## src/rtl/csr_master_apb_pkg.sv

```systemverilog
// Shared bus types for the APB-to-CSR bridge: APB target request/response
// and CSR master request/response records.
package csr_master_apb_pkg;

    typedef struct packed {
        logic        psel;
        logic        penable;
        logic        pwrite;
        logic [31:0] paddr;
        logic [31:0] pwdata;
    } t_apb_request;

    typedef struct packed {
        logic        pready;
        logic [31:0] prdata;
        logic        pslverr;
    } t_apb_response;

    typedef struct packed {
        logic        valid;
        logic        read_not_write;
        logic [15:0] select;
        logic [15:0] address;
        logic [31:0] data;
    } t_csr_request;

    typedef struct packed {
        logic        acknowledge;
        logic        read_data_valid;
        logic        read_data_error;
        logic [31:0] read_data;
    } t_csr_response;

    localparam t_csr_request  CSR_REQUEST_IDLE  = '0;
    localparam t_apb_response APB_RESPONSE_IDLE = '0;

endpackage

```

## src/rtl/csr_master_apb_if.sv

```systemverilog
// Bus interfaces for the bridge: the APB link (bridge is the slave side)
// and the CSR link (bridge is the master side).
interface apb_bus_if;
    import csr_master_apb_pkg::*;

    t_apb_request  apb_request;
    t_apb_response apb_response;

    modport master (output apb_request, input  apb_response);
    modport slave  (input  apb_request, output apb_response);
endinterface

interface csr_bus_if;
    import csr_master_apb_pkg::*;

    t_csr_request  csr_request;
    t_csr_response csr_response;

    modport master (output csr_request, input  csr_response);
    modport slave  (input  csr_request, output csr_response);
endinterface

```

## src/rtl/csr_master_apb.sv

```systemverilog
// APB target that forwards each transfer as a single CSR request and
// returns the CSR result to the APB master. All outputs are registered.
module csr_master_apb
    import csr_master_apb_pkg::*;
(
    input  logic      clk,
    input  logic      reset_n,
    apb_bus_if.slave  apb,
    csr_bus_if.master csr
);

    typedef enum logic [1:0] {
        IDLE,
        REQUEST,
        WAIT_DATA,
        COMPLETE
    } t_state;

    t_state        state_q, state_d;
    t_csr_request  csr_request_q, csr_request_d;
    t_apb_response apb_response_q, apb_response_d;

    // State and output registers; reset abandons any transaction silently.
    always_ff @(posedge clk or negedge reset_n) begin
        if (!reset_n) begin
            state_q        <= IDLE;
            csr_request_q  <= CSR_REQUEST_IDLE;
            apb_response_q <= APB_RESPONSE_IDLE;
        end else begin
            state_q        <= state_d;
            csr_request_q  <= csr_request_d;
            apb_response_q <= apb_response_d;
        end
    end

    // Next state and next register values; pready is a one-cycle echo of COMPLETE.
    always_comb begin
        state_d               = state_q;
        csr_request_d         = csr_request_q;
        apb_response_d        = apb_response_q;
        apb_response_d.pready = (state_q == COMPLETE);

        case (state_q)
            IDLE: begin
                if (apb.apb_request.psel && !apb.apb_request.penable) begin
                    csr_request_d.valid          = 1'b1;
                    csr_request_d.read_not_write = !apb.apb_request.pwrite;
                    csr_request_d.select         = apb.apb_request.paddr[31:16];
                    csr_request_d.address        = apb.apb_request.paddr[15:0];
                    csr_request_d.data           = apb.apb_request.pwdata;
                    apb_response_d.prdata        = '0;
                    apb_response_d.pslverr       = 1'b0;
                    state_d                      = REQUEST;
                end
            end
            REQUEST: begin
                if (csr.csr_response.acknowledge) begin
                    csr_request_d.valid = 1'b0;
                    if (!csr_request_q.read_not_write) begin
                        state_d = COMPLETE;
                    end else if (csr.csr_response.read_data_valid) begin
                        apb_response_d.prdata  = csr.csr_response.read_data;
                        apb_response_d.pslverr = csr.csr_response.read_data_error;
                        state_d                = COMPLETE;
                    end else begin
                        state_d = WAIT_DATA;
                    end
                end
            end
            WAIT_DATA: begin
                if (csr.csr_response.read_data_valid) begin
                    apb_response_d.prdata  = csr.csr_response.read_data;
                    apb_response_d.pslverr = csr.csr_response.read_data_error;
                    state_d                = COMPLETE;
                end
            end
            COMPLETE: begin
                state_d = IDLE;
            end
            default: begin
                state_d = IDLE;
            end
        endcase
    end

    assign apb.apb_response = apb_response_q;
    assign csr.csr_request  = csr_request_q;

endmodule

```

## src/flat_wrapper.sv

```systemverilog
// flat-port wrapper written by rule: the top's interface ports become plain ports
module csr_master_apb_flat import csr_master_apb_pkg::*;
  (clk, reset_n, apb_apb_request, apb_apb_response, csr_csr_request, csr_csr_response);
  apb_bus_if apb_i ();
  csr_bus_if csr_i ();
  input  logic clk;
  input  logic reset_n;
  input wire logic [$bits(apb_i.apb_request)-1:0] apb_apb_request;
  output wire logic [$bits(apb_i.apb_response)-1:0] apb_apb_response;
  output wire logic [$bits(csr_i.csr_request)-1:0] csr_csr_request;
  input wire logic [$bits(csr_i.csr_response)-1:0] csr_csr_response;
  assign apb_i.apb_request = apb_apb_request;
  assign apb_apb_response = apb_i.apb_response;
  assign csr_csr_request = csr_i.csr_request;
  assign csr_i.csr_response = csr_csr_response;
  csr_master_apb u_core (.clk(clk), .reset_n(reset_n), .apb(apb_i), .csr(csr_i));
endmodule
```

## config.mk

```make
export PLATFORM = sky130hd
export DESIGN_NAME = csr_master_apb_flat
export DESIGN_NICKNAME = d
export VERILOG_FILES = /design/src/rtl/csr_master_apb_pkg.sv /design/src/rtl/csr_master_apb_if.sv /design/src/rtl/csr_master_apb.sv /design/src/flat_wrapper.sv
export SDC_FILE = /design/constraint.sdc
export NUM_CORES = 1
export LEC_CHECK = 0
export BUFFER_PORTS_ARGS = -buffer_cell sky130_fd_sc_hd__buf_2
export CAP_MARGIN = 10
export CORE_MARGIN = 10
export CORE_UTILIZATION = 41
export DETAILED_ROUTE_END_ITERATION = 16
export PLACE_DENSITY = 0.82
export SETUP_SLACK_MARGIN = 0.5
export SYNTH_ARGS = -nofsm -noshare
export SYNTH_HDL_FRONTEND = slang
export SYNTH_SLANG_ARGS = --single-unit
export TNS_END_PERCENT = 50
```

## constraint.sdc

```tcl
create_clock -name clk -period 2.7 [get_ports clk]
set_input_delay 0.27 -clock clk [delete_from_list [all_inputs] [get_ports clk]]
set_output_delay 0.27 -clock clk [all_outputs]
set_load 0.03 [all_outputs]
```

Yosys cells after proc, flatten, opt, wreduce, memory -nomap -nowiden

Cells that the tools add are included.

Register bits: 102
Input port bits: 104
Output and inout bits: 100
Word-level logic and storage cells: 40

Eq/ne operators: 7
Muxes and demuxes: 14
Reduce and logical (&&, ||, !) cells: 10

Operators by type and width:

| kind               | number |
|---|---|
| $mux 33            | 4 |
| $pmux 33 s3        | 1 |
| $mux 66            | 1 |
| $pmux 2 s4         | 1 |
| $mux 2             | 3 |
| $reduce_and 3->1   | 2 |
| $eq 2x2->1 const B | 2 |
| $ne 2x1->1 const B | 2 |
| $ne 2x2->1 const B | 2 |
| $reduce_and 4->1   | 1 |
| $mux 1             | 3 |
| $reduce_bool 3->1  | 1 |
| $eq 2x1->1 const B | 1 |
| $logic_not 1->1    | 2 |
| $logic_not 2->1    | 1 |
| $pmux 1 s2         | 1 |
| $reduce_and 2->1   | 1 |
| $reduce_bool 2->1  | 1 |
| $logic_and 1x1->1  | 1 |

Longest topological paths before layout

Gate-level depths: netlist of the first run.

Word-level depth: 4
Gate-level depth with buffers: 9
Gate-level depth less buffers: 6

Worst setup path after synthesis of the first run

OpenSTA, ideal clock, no wires.

Kind: register to register
Start point: register u_core.state_q[0]
End point: register u_core.apb_response_q, in the netlist u_core.apb.apb_response[10]
Setup time: 0.123 ns
Data arrival time: 1.678 ns
Required time: 2.577 ns
Slack: 0.900 ns
Cell stages (with the launch flop): 10
Path buffers: 3
Period minus slack after synthesis: 1.800 ns
Cell sequence: dfrtp_1 inv_1 ha_1 buf_2 inv_1 o22ai_1 or3_1 buf_6 buf_12 mux2i_1

Word-level cells in the longest chain between the ends: 3
Elaborated cells on any way between the ends: 9
Classes of those cells: 5 x eq/ne; 1 x mux; 3 x reduce/logical

RTL lines:

| what                                               | RTL line             | source |
|---|---|---|
| start: declaration                                 | csr_master_apb.sv:19 | `t_state state_q, state_d;` |
| start signal: assignment                           | csr_master_apb.sv:30 | `state_q <= state_d;` |
| $eq 2x1->1, or another cell as far along           | csr_master_apb.sv:43 | `case (state_q)` |
| $ne 2x1->1 (no line), or another cell as far along | n/a                  |  |
| $reduce_and 4->1 (no line)                         | n/a                  |  |
| end signal: assignment                             | csr_master_apb.sv:32 | `apb_response_q <= apb_response_d;` |
| end: declaration                                   | csr_master_apb.sv:21 | `t_apb_response apb_response_q, apb_response_d;` |

Several ways; a longest one is shown, not always the timed one.
A chain may end at the register's enable or synchronous reset.

Worst setup path in the final report of the first run

Start point: register u_core.state_q[0]
End point: register u_core.csr_request_q, in the netlist u_core.csr.csr_request[12]

Word-level cells in the longest chain between the ends: 2

RTL lines:

| what                       | RTL line             | source |
|---|---|---|
| $logic_not 2->1            | csr_master_apb.sv:43 |  |
| $reduce_and 2->1 (no line) | n/a                  |  |
| end signal: assignment     | csr_master_apb.sv:31 | `csr_request_q <= csr_request_d;` |
| end: declaration           | csr_master_apb.sv:20 | `t_csr_request csr_request_q, csr_request_d;` |

Every way passes these cells.

==> results by group, run 1 <==
Finish
  • Sequential Area: 2550 µm²
  • Nets: 619
  • Most common cell after layout, fill and taps aside: buf_2
  • Ant diodes: 0
  • Fill cells: 882
  • Synth-to-layout area growth: 31.1%
  • Multi-input gate area: 1340 µm²
  • Post-layout instance area: 5450 µm²
  • Most frequent cells in the layout: 202 x buf_2, 102 x dfrtp_1, 64 x mux2_2
  • Share of layout cells above drive strength 1: 56.4%

Timing
  • Count of final setup violators: 0
  • Shortest period the worst path allows: 1.96 ns
  • Fin. Hold Viols: 0
  • Period Utilization, post-route: 72.5%
  • Max-slew violations: 0
  • Rel. slew slack: 56.2%
  • Maximum clock rate: 511 MHz
  • RSZ-0062 raised after global routing: no
  • Final setup TNS: 0 ns
  • Slew @ Worst Pin: 0.658 ns
  • Clock Skew: 0.00661 ns

Synthesis
  • Average size of a mapped cell: 13.5 µm²
  • Register bit total from synthesis: 102
  • Synth unique cells: 20
  • Sequential share of the synthesized area: 61.4%
  • Mapped Area: 4160 µm²
  • Cells after synthesis: 308
  • Syn nets: 416
  • Ys Warns: 0

Global route
  • Number of global-route vias before repair: 3378
  • Initial antenna violation count: 0
  • Grt ovf: 0
  • Total Routing Usage GR: 14.4%
  • Largest net degree at the start of global routing: 53
  • First-pass GRT wire length: 17000 µm

CTS
  • Clk pin slew, worst setup/hold paths: 0.09 ns
  • Clk_lat worst skew: 0.35 ns
  • Clock buffer depth: 2
  • Clk sink count: 102
  • Setup Fix Bufs, Post-CTS: 0
  • Root buffer cell: clkbuf_8
  • TritonCTS clock tree: done
  • H-tree levels: 3
  • CTS buffer count: 9

Floorplan
  • Initial Util: 42.4%
  • Area of the core: 9820 µm²
  • DIE AREA: 14600 µm²
  • Core Rows: 36
  • Die width: 121 µm
  • IO Pins: 204
  • Die extent in y: 121 µm

Placement
  • HPWL after DPL: 8440 µm
  • Placed Area: 5270 µm²
  • Final GP Congestion: 0.756
  • I/O Buffers: 203

Power
  • Max IR drop VDD: 0.707 mV
  • PD cells: 1390 nW/µm²
  • P_leak: 3.03 nW

Routing
  • Avg Vias per Cell: 4.57
  • Via count: 2968
  • Antenna Violating Nets Remaining: 0
  • Drt wl/cell: 16.6 µm
  • Total Wirelength: 10800 µm
  • Drt drc: 0
  • DR pass1 iterations: 4
  • Detailed Route Iter0 Violations: 176

Setup path
  • Worst Setup End Kind: flop
  • Critical path class: reg2reg
  • Critical path required time: 2.94 ns
  • FF-to-FF setup slack: 0.74 ns
  • Crit Path Max Fanout: 52
  • Crit path DAT: 2.20 ns
  • CP Launch Type: flop

Status
  • Status: completed

Job
  • Max_cap viols: 0

Worst hold path
  • Min-Delay Path Class: in2reg
-- path summary, 6_finish.rpt --
path,startpoint,endpoint,depth (start not counted)
hold / removal,apb_apb_request[64],u_core.csr.csr_request[64],2
min in group asynchronous,reset_n,u_core.csr.csr_request[10],2
hold reg to reg,u_core.csr.csr_request[32],u_core.csr.csr_request[32],1
setup / recovery,u_core.state_q[0],u_core.csr.csr_request[12],5
setup reg to reg,u_core.state_q[0],u_core.csr.csr_request[12],5
max in group asynchronous,reset_n,u_core.csr.csr_request[26],3
-- routing by layer --
| metal | track usage, % | share of wire (%) |
|---|---|---|
| met5 | 0 | 0 |
| met3 | 6.00 | 9.4 |
| met2 | 25.4 | 51 |
| met4 | 4.60 | 1.0 |
| met1 | 15.4 | 38 |
-- report_power, final --
part	total [W]	internal [W]	switching [W]
logic	0.00410	0.00142	0.00268
clock network	0.000837	0.000329	0.000508
registers	0.00263	0.00227	0.000360
-- per-stage QoR --
| step | instances | setup slack (ns) | total power (W) | util (%) | hold WS (ns) |
|---|---|---|---|---|---|
| 2_1_floorplan | 308 | 0.900 | 0.00571 | - | -0.0256 |
| 3_3_place_gp | 632 | 0.599 | 0.00667 | 53.7 | 0.341 |
| 3_5_place_dp | 632 | 0.462 | 0.00684 | 53.7 | 0.345 |
| 4_1_cts | 649 | 0.736 | 0.00770 | 55.5 | 0.0704 |
| 5_1_grt | 649 | 0.610 | 0.00806 | 55.5 | 0.103 |
| 6_report | 649 | 0.743 | 0.00756 | 55.5 | 0.102 |
-- area by class of cell --
type / count / area share (%)
flip-flops and latches: 102 / 46.8
multi-input cells: 151 / 24.6
clock buffers: 9 / 2.27
repair buffers: 207 / 19.7
inverters: 40 / 2.75
well taps: 133 / 3.05
clock inverters: 7 / 0.757
-- state kept, by name, summed over array words and instances, names as in the netlist --
signal and flops:
u_core.apb.apb_response 34, u_core.csr.csr_request 66, u_core.state_q 2
-- cell families (layout without fill, tap and decap cells) --
group / count (synthesis) / in the layout / synth area share, %
DFF: 102 / 102 / 61.4
AOI/OAI and AO/OA: 10 / 10 / 1.65
adders and majority gates: 4 / 4 / 1.20
and+or+nand+nor: 40 / 40 / 3.97
buffers and inverters: 55 / 263 / 6.56
muxes: 97 / 97 / 25.3
-- cells in the mapped netlist --
library cell	instances	area [µm²]
buf_12	3	60.1
o21ai_0	4	20.0
o221a_2	1	11.3
inv_1	40	150
mux2i_1	33	330
nand2_1	36	135
o22ai_1	1	6.26
a21oi_1	2	10.0
dfrtp_1	102	2550
nand2b_1	1	6.26
buf_2	8	40.0
clkbuf_1	3	11.3
or3_1	1	6.26
buf_6	1	11.3
o22ai_2	1	12.5
nor2b_4	1	13.8
mux2_2	64	721
ha_1	4	50.1
a32oi_1	1	8.76
nor2_1	1	3.75
-- worst max-delay path: stages, from the launching register on --
cell	delay (ns)
dfrtp_1	0.41
inv_1	0.11
ha_1	0.27
nand2_2	0.33
buf_12	0.31
mux2_2	0.39
-- what timing repair did --
action,CTS,global route
gates resized for setup,1,0
setup endpoints to repair,33,0
hold buffers,1,0
hold endpoints to repair,50,0
No activity file was read; power rests on OpenSTA's default activity.
==> inputs of run 2 (changes only) <==
- clock period: 2.7 -> 2.01 ns (I/O delays scaled with it)
==> run 2 against run 1 <==
Global-route usage grew 0.75 points. Sequential power up 34%. Via count is 2.7% higher. Register-to-register slack got worse by 0.43 ns. Hold slack lost 0.034 ns. Power grew 42%. Clock-buffer cell count increased by 2. Maximum frequency up 15%. Largest power group unchanged. Die area stayed put. Cell count up 1.5%. Sequential share of layout area decreased by 1.7 points.
==> results by group, run 2 (same netlist as run 1, synthesis figures left out) <==
CTS
  • TritonCTS clock tree: done
  • Root buffer cell: clkbuf_8
  • H-tree levels: 3
  • Clk sink count: 102
  • Clock buffer depth: 2
  • Clk pin slew, worst setup/hold paths: 0.10 ns
  • Clk_lat worst skew: 0.36 ns
  • CTS buffer count: 9

Power
  • PD cells: 1890 nW/µm²
  • Max IR drop VDD: 0.965 mV
  • P_leak: 3.12 nW

Floorplan
  • Core Rows: 36
  • Die width: 121 µm
  • DIE AREA: 14600 µm²
  • Initial Util: 42.4%
  • Area of the core: 9820 µm²
  • Die extent in y: 121 µm
  • IO Pins: 204

Global route
  • Number of global-route vias before repair: 3613
  • Total Routing Usage GR: 15.2%
  • Grt met1 use: 16.1%
  • First-pass GRT wire length: 17800 µm
  • Largest net degree at the start of global routing: 70
  • GR peak layer: met2
  • Grt met2 use: 25.9%
  • Grt ovf: 0
  • Initial antenna violation count: 1
  • Met3 Resource Use GR: 7.35%

Timing
  • Rel. slew slack: 73.0%
  • Clock Skew: 0.00640 ns
  • Fin. Hold Viols: 0
  • Max-slew violations: 0
  • RSZ-0062 raised after global routing: yes
  • Period Utilization, post-route: 84.6%
  • Maximum clock rate: 588 MHz
  • Count of final setup violators: 0
  • Final setup TNS: 0 ns
  • Shortest period the worst path allows: 1.70 ns
  • WHS: 0.0672 ns
  • Slew @ Worst Pin: 0.406 ns

Setup path
  • Worst Setup End Kind: flop
  • Crit path DAT: 1.94 ns
  • Critical path required time: 2.25 ns
  • Worst r2r dst: u_core.apb.apb_response[32]
  • Worst reg-to-reg path cell count: 7
  • Crit path to: u_core.apb.apb_response[32]
  • Worst R2R Start: u_core.state_q[1]
  • Crit Path Max Fanout: 14
  • FF-to-FF setup slack: 0.31 ns
  • Worst Setup SP: u_core.state_q[1]
  • Critical path class: reg2reg
  • CP Launch Type: flop

Placement
  • Final GP Congestion: 0.737
  • HPWL after DPL: 8360 µm
  • I/O Buffers: 203

Finish
  • Most common cell after layout, fill and taps aside: buf_2
  • Synth-to-layout area growth: 36.1%
  • Number of flip-flops in the largest register: 66
  • Nets: 628
  • Share of layout cells above drive strength 1: 57.9%
  • Most frequent cells in the layout: 202 x buf_2, 102 x dfrtp_1, 64 x mux2_2

Routing
  • Via count: 3047
  • DR pass1 iterations: 4
  • Avg Vias per Cell: 4.62
  • Total Wirelength: 11200 µm
  • Antenna Violating Nets Remaining: 0
  • Drt wl/cell: 17.0 µm
  • Detailed Route Iter0 Violations: 97
  • Drt drc: 0

Worst hold path
  • Hold Path Depth: 2
  • HP Start: apb_apb_request[25]
  • Min-Delay Path Class: in2reg

Status
  • Status: completed

Job
  • Max_cap viols: 0
## run 2: timing repair
action,CTS,global route
buffers inserted,1,0
endpoints found under the hold margin,28,0
pin swaps,1,1
hold buffers,2,0
endpoints found under the setup margin,97,98
gates cloned,2,1
resized for setup,7,2
## run 2: worst min-delay path by stage
stage,slack (ns),endpoint
5_1_grt,0.03,u_core.csr.csr_request[4]
3_3_place_gp,0.15,u_core.apb.apb_response[16]
3_5_place_dp,0.16,u_core.apb.apb_response[16]
4_1_cts,0.04,u_core.csr.csr_request[48]
6_report,0.07,u_core.csr.csr_request[25]
2_1_floorplan,-0.09,u_core.apb.apb_response[0]
## run 2: layout make-up
| type | instances | area (µm²) |
|---|---|---|
| clock inverters | 5 | 58.8 |
| well taps | 133 | 166 |
| flip-flops and latches | 102 | 2550 |
| diodes | 1 | 2.50 |
| repair buffers | 216 | 1230 |
| fillers | 855 | 4160 |
| multi-input cells | 151 | 1360 |
| inverters | 40 | 150 |
| clock buffers | 11 | 141 |
## run 2: critical path, cell delays in order (launching register included)
cell     delay (ns)
dfrtp_1        0.43
inv_2          0.11
ha_4           0.21
inv_2          0.04
o22ai_1        0.05
or3_4          0.43
buf_12         0.18
mux2i_1        0.12
## run 2: where the power goes
part	internal, W	switching, W
logic	0.00219	0.00369
clock network	0.000611	0.000686
registers	0.00304	0.000487
## run 2: routing by layer
metal	up-vias	routed length, µm
li1	1421	-
met5	-	0
met2	126	5570
met3	12	1140
met1	1488	4320
met4	0	166
## run 2: metrics by stage
stage          std cells  power, W  worst slack [ns]  utilization (%)  instance area, µm²
6_report             659    0.0107             0.310             57.7                5660
5_1_grt              658    0.0114             0.188             57.6                5660
4_1_cts              657    0.0109             0.277             57.4                5640
3_5_place_dp         636   0.00929            0.0600             54.3                5330
3_3_place_gp         636   0.00906             0.153             54.3                5330
2_1_floorplan        308   0.00774             0.232                -                4180
==> inputs of run 3 (changes only) <==
- clock period: 2.01 -> 1.6 ns (I/O delays scaled with it)
==> run 3 against run 2 <==
The run now ends with negative setup slack left. Sequential cell count unchanged. Power rose by 50%. Via count is 6.0% higher. Hold slack lost 0.049 ns. Sequential power increased by 36%. Global-route usage grew 3.0 points. Maximum frequency fell by 2.1%. Clock skew grew 0.0034 ns. Non-clock buffer count increased by 32. Setup slack worse by 0.45 ns. Design area is 20% higher. First-iteration DRC count increased by 66%.
==> results by group, run 3 (same netlist as run 1, synthesis figures left out) <==
Power
  • Internal Power: 0.00927 W
  • Switching share of total power: 42.5%
  • Max IR drop VDD: 1.29 mV
  • PD cells: 2370 nW/µm²
  • Clock power frac: 10.2%
  • Total Power: 0.0161 W
  • Combinational Power Share: 60.0%
  • P_leak: 3.60 nW
  • Register share of total power: 29.8%
  • Switch Pwr: 0.00684 W

Floorplan
  • Die extent in y: 121 µm
  • DIE AREA: 14600 µm²
  • Core Rows: 36
  • Area of the core: 9820 µm²
  • Die width: 121 µm
  • IO Pins: 204
  • Initial Util: 42.4%

Timing
  • RSZ-0062 raised after global routing: yes
  • Shortest period the worst path allows: 1.74 ns
  • Max-slew violations: 0
  • Maximum clock rate: 576 MHz
  • WHS: 0.0178 ns
  • Clock Skew: 0.00984 ns
  • Count of final setup violators: 74
  • Slew @ Worst Pin: 0.386 ns
  • Period Utilization, post-route: 109%
  • Rel. slew slack: 74.3%
  • Final setup margin: -0.136 ns
  • Fin. Hold Viols: 0

Finish
  • Post-layout instance area: 6800 µm²
  • Most frequent cells in the layout: 102 x buf_2, 101 x buf_6, 101 x dfrtp_1
  • Most common cell after layout, fill and taps aside: buf_2
  • Ant diodes: 0
  • Nets: 660
  • Final Util: 69.2%
  • Synth-to-layout area growth: 63.4%
  • Fill cells: 691
  • Share of layout cells above drive strength 1: 57.1%
  • Sequential Area: 2550 µm²
  • Number of flip-flops in the largest register: 66
  • Multi-input gate area: 1450 µm²

Placement
  • I/O Buffers: 203
  • Final GP Congestion: 0.871
  • HPWL after DPL: 8990 µm
  • Placed Area: 5460 µm²

Worst hold path
  • Min-Delay Path Class: in2reg
  • Hold Path Depth: 2
  • Hold endpoint: u_core.csr.csr_request[32]
  • HP Start: apb_apb_request[32]

Setup path
  • Crit Path Max Fanout: 8
  • CP Launch Type: flop
  • Critical path required time: 1.89 ns
  • Worst R2R Start: u_core.state_q[1]
  • Worst reg-to-reg path cell count: 7
  • Critical path class: reg2reg
  • Crit path DAT: 2.03 ns
  • FF-to-FF setup slack: -0.14 ns
  • Worst r2r dst: u_core.apb.apb_response[24]
  • Worst Setup End Kind: flop

Routing
  • Avg Vias per Cell: 4.68
  • Detailed Route Iter0 Violations: 161
  • Via count: 3230
  • DR pass1 iterations: 4
  • Total Wirelength: 13500 µm
  • Drt wl/cell: 19.6 µm
  • Drt drc: 0
  • Antenna Violating Nets Remaining: 0

CTS
  • Clock buffer depth: 2
  • Root buffer cell: clkbuf_8
  • TritonCTS clock tree: done
  • Clk pin slew, worst setup/hold paths: 0.10 ns
  • H-tree levels: 3
  • Clk_lat worst skew: 0.37 ns
  • Clk sink count: 102
  • CTS buffer count: 9

Status
  • Failing checks: negative setup slack
  • Status: finished with violations

Global route
  • Grt ovf: 0
  • Number of global-route vias before repair: 3825
  • Largest net degree at the start of global routing: 46
  • Initial antenna violation count: 0
  • First-pass GRT wire length: 20900 µm
  • Total Routing Usage GR: 18.2%

Job
  • Max_cap viols: 0
-- run 3: how the worst max path moves through the flow --
stage                           start  cells after the start  slack (ns)                          end
detailed placement  u_core.state_q[0]                      6       -0.24  u_core.apb.apb_response[24]
CTS                 u_core.state_q[1]                      7       -0.09  u_core.apb.apb_response[24]
floorplan           u_core.state_q[1]                      9       -0.18  u_core.apb.apb_response[10]
global route        u_core.state_q[1]                      7       -0.23  u_core.apb.apb_response[10]
finish              u_core.state_q[1]                      7       -0.14  u_core.apb.apb_response[24]
global placement    u_core.state_q[0]                      6       -0.15  u_core.apb.apb_response[14]
-- run 3: final cells by class --
type	instances	area share (%)
Inverter	40	2.25
Clock inverter	6	1.05
Tap cell	133	2.45
Clock buffer	10	1.88
Sequential cell	102	37.6
Multi-Input combinational cell	151	21.3
Timing Repair Buffer	248	33.5
-- run 3: worst max-delay path, cell delays in order (launching register included) --
cell and delay (ns):
dfrtp_1 0.41, inv_2 0.12, ha_4 0.22, inv_2 0.04
o22ai_1 0.06, or3_4 0.43, clkbuf_16 0.21, mux2i_1 0.16
-- run 3: metal layers --
metal	GRT usage (%)	share of wire, %	vias to the layer above
li1	-	-	1495
met1	18.4	36	1586
met2	33.1	54	130
met3	7.21	8.9	19
met4	6.86	1.8	0
met5	0	0	-
-- run 3: repair_timing --
action                                  CTS  global route
endpoints found under the setup margin  201           200
hold buffers                             20             3
endpoints found under the hold margin    43             3
setup buffers                             0             2
gates resized for setup                 193            23
gates cloned                              5             3
pin swaps                                 1             4
-- run 3: power by group through the flow --
stage	clock [W]	combinational (W)	sequential, W
5_1_grt	0.00180	0.0102	0.00494
3_3_place_gp	0	0.00721	0.00442
2_1_floorplan	0	0.00304	0.00687
4_1_cts	0.00170	0.00914	0.00474
3_5_place_dp	0	0.00745	0.00451
6_report	0.00164	0.00967	0.00480
-- run 3: stage by stage --
stage / setup WS, ns / TNS [ns] / instances
floorplan: -0.178 / -5.46 / 308
global placement: -0.154 / -4.93 / 641
detailed placement: -0.244 / -7.62 / 641
CTS: -0.0855 / -4.21 / 682
global route: -0.233 / -13.05 / 690
finish: -0.136 / -6.39 / 690
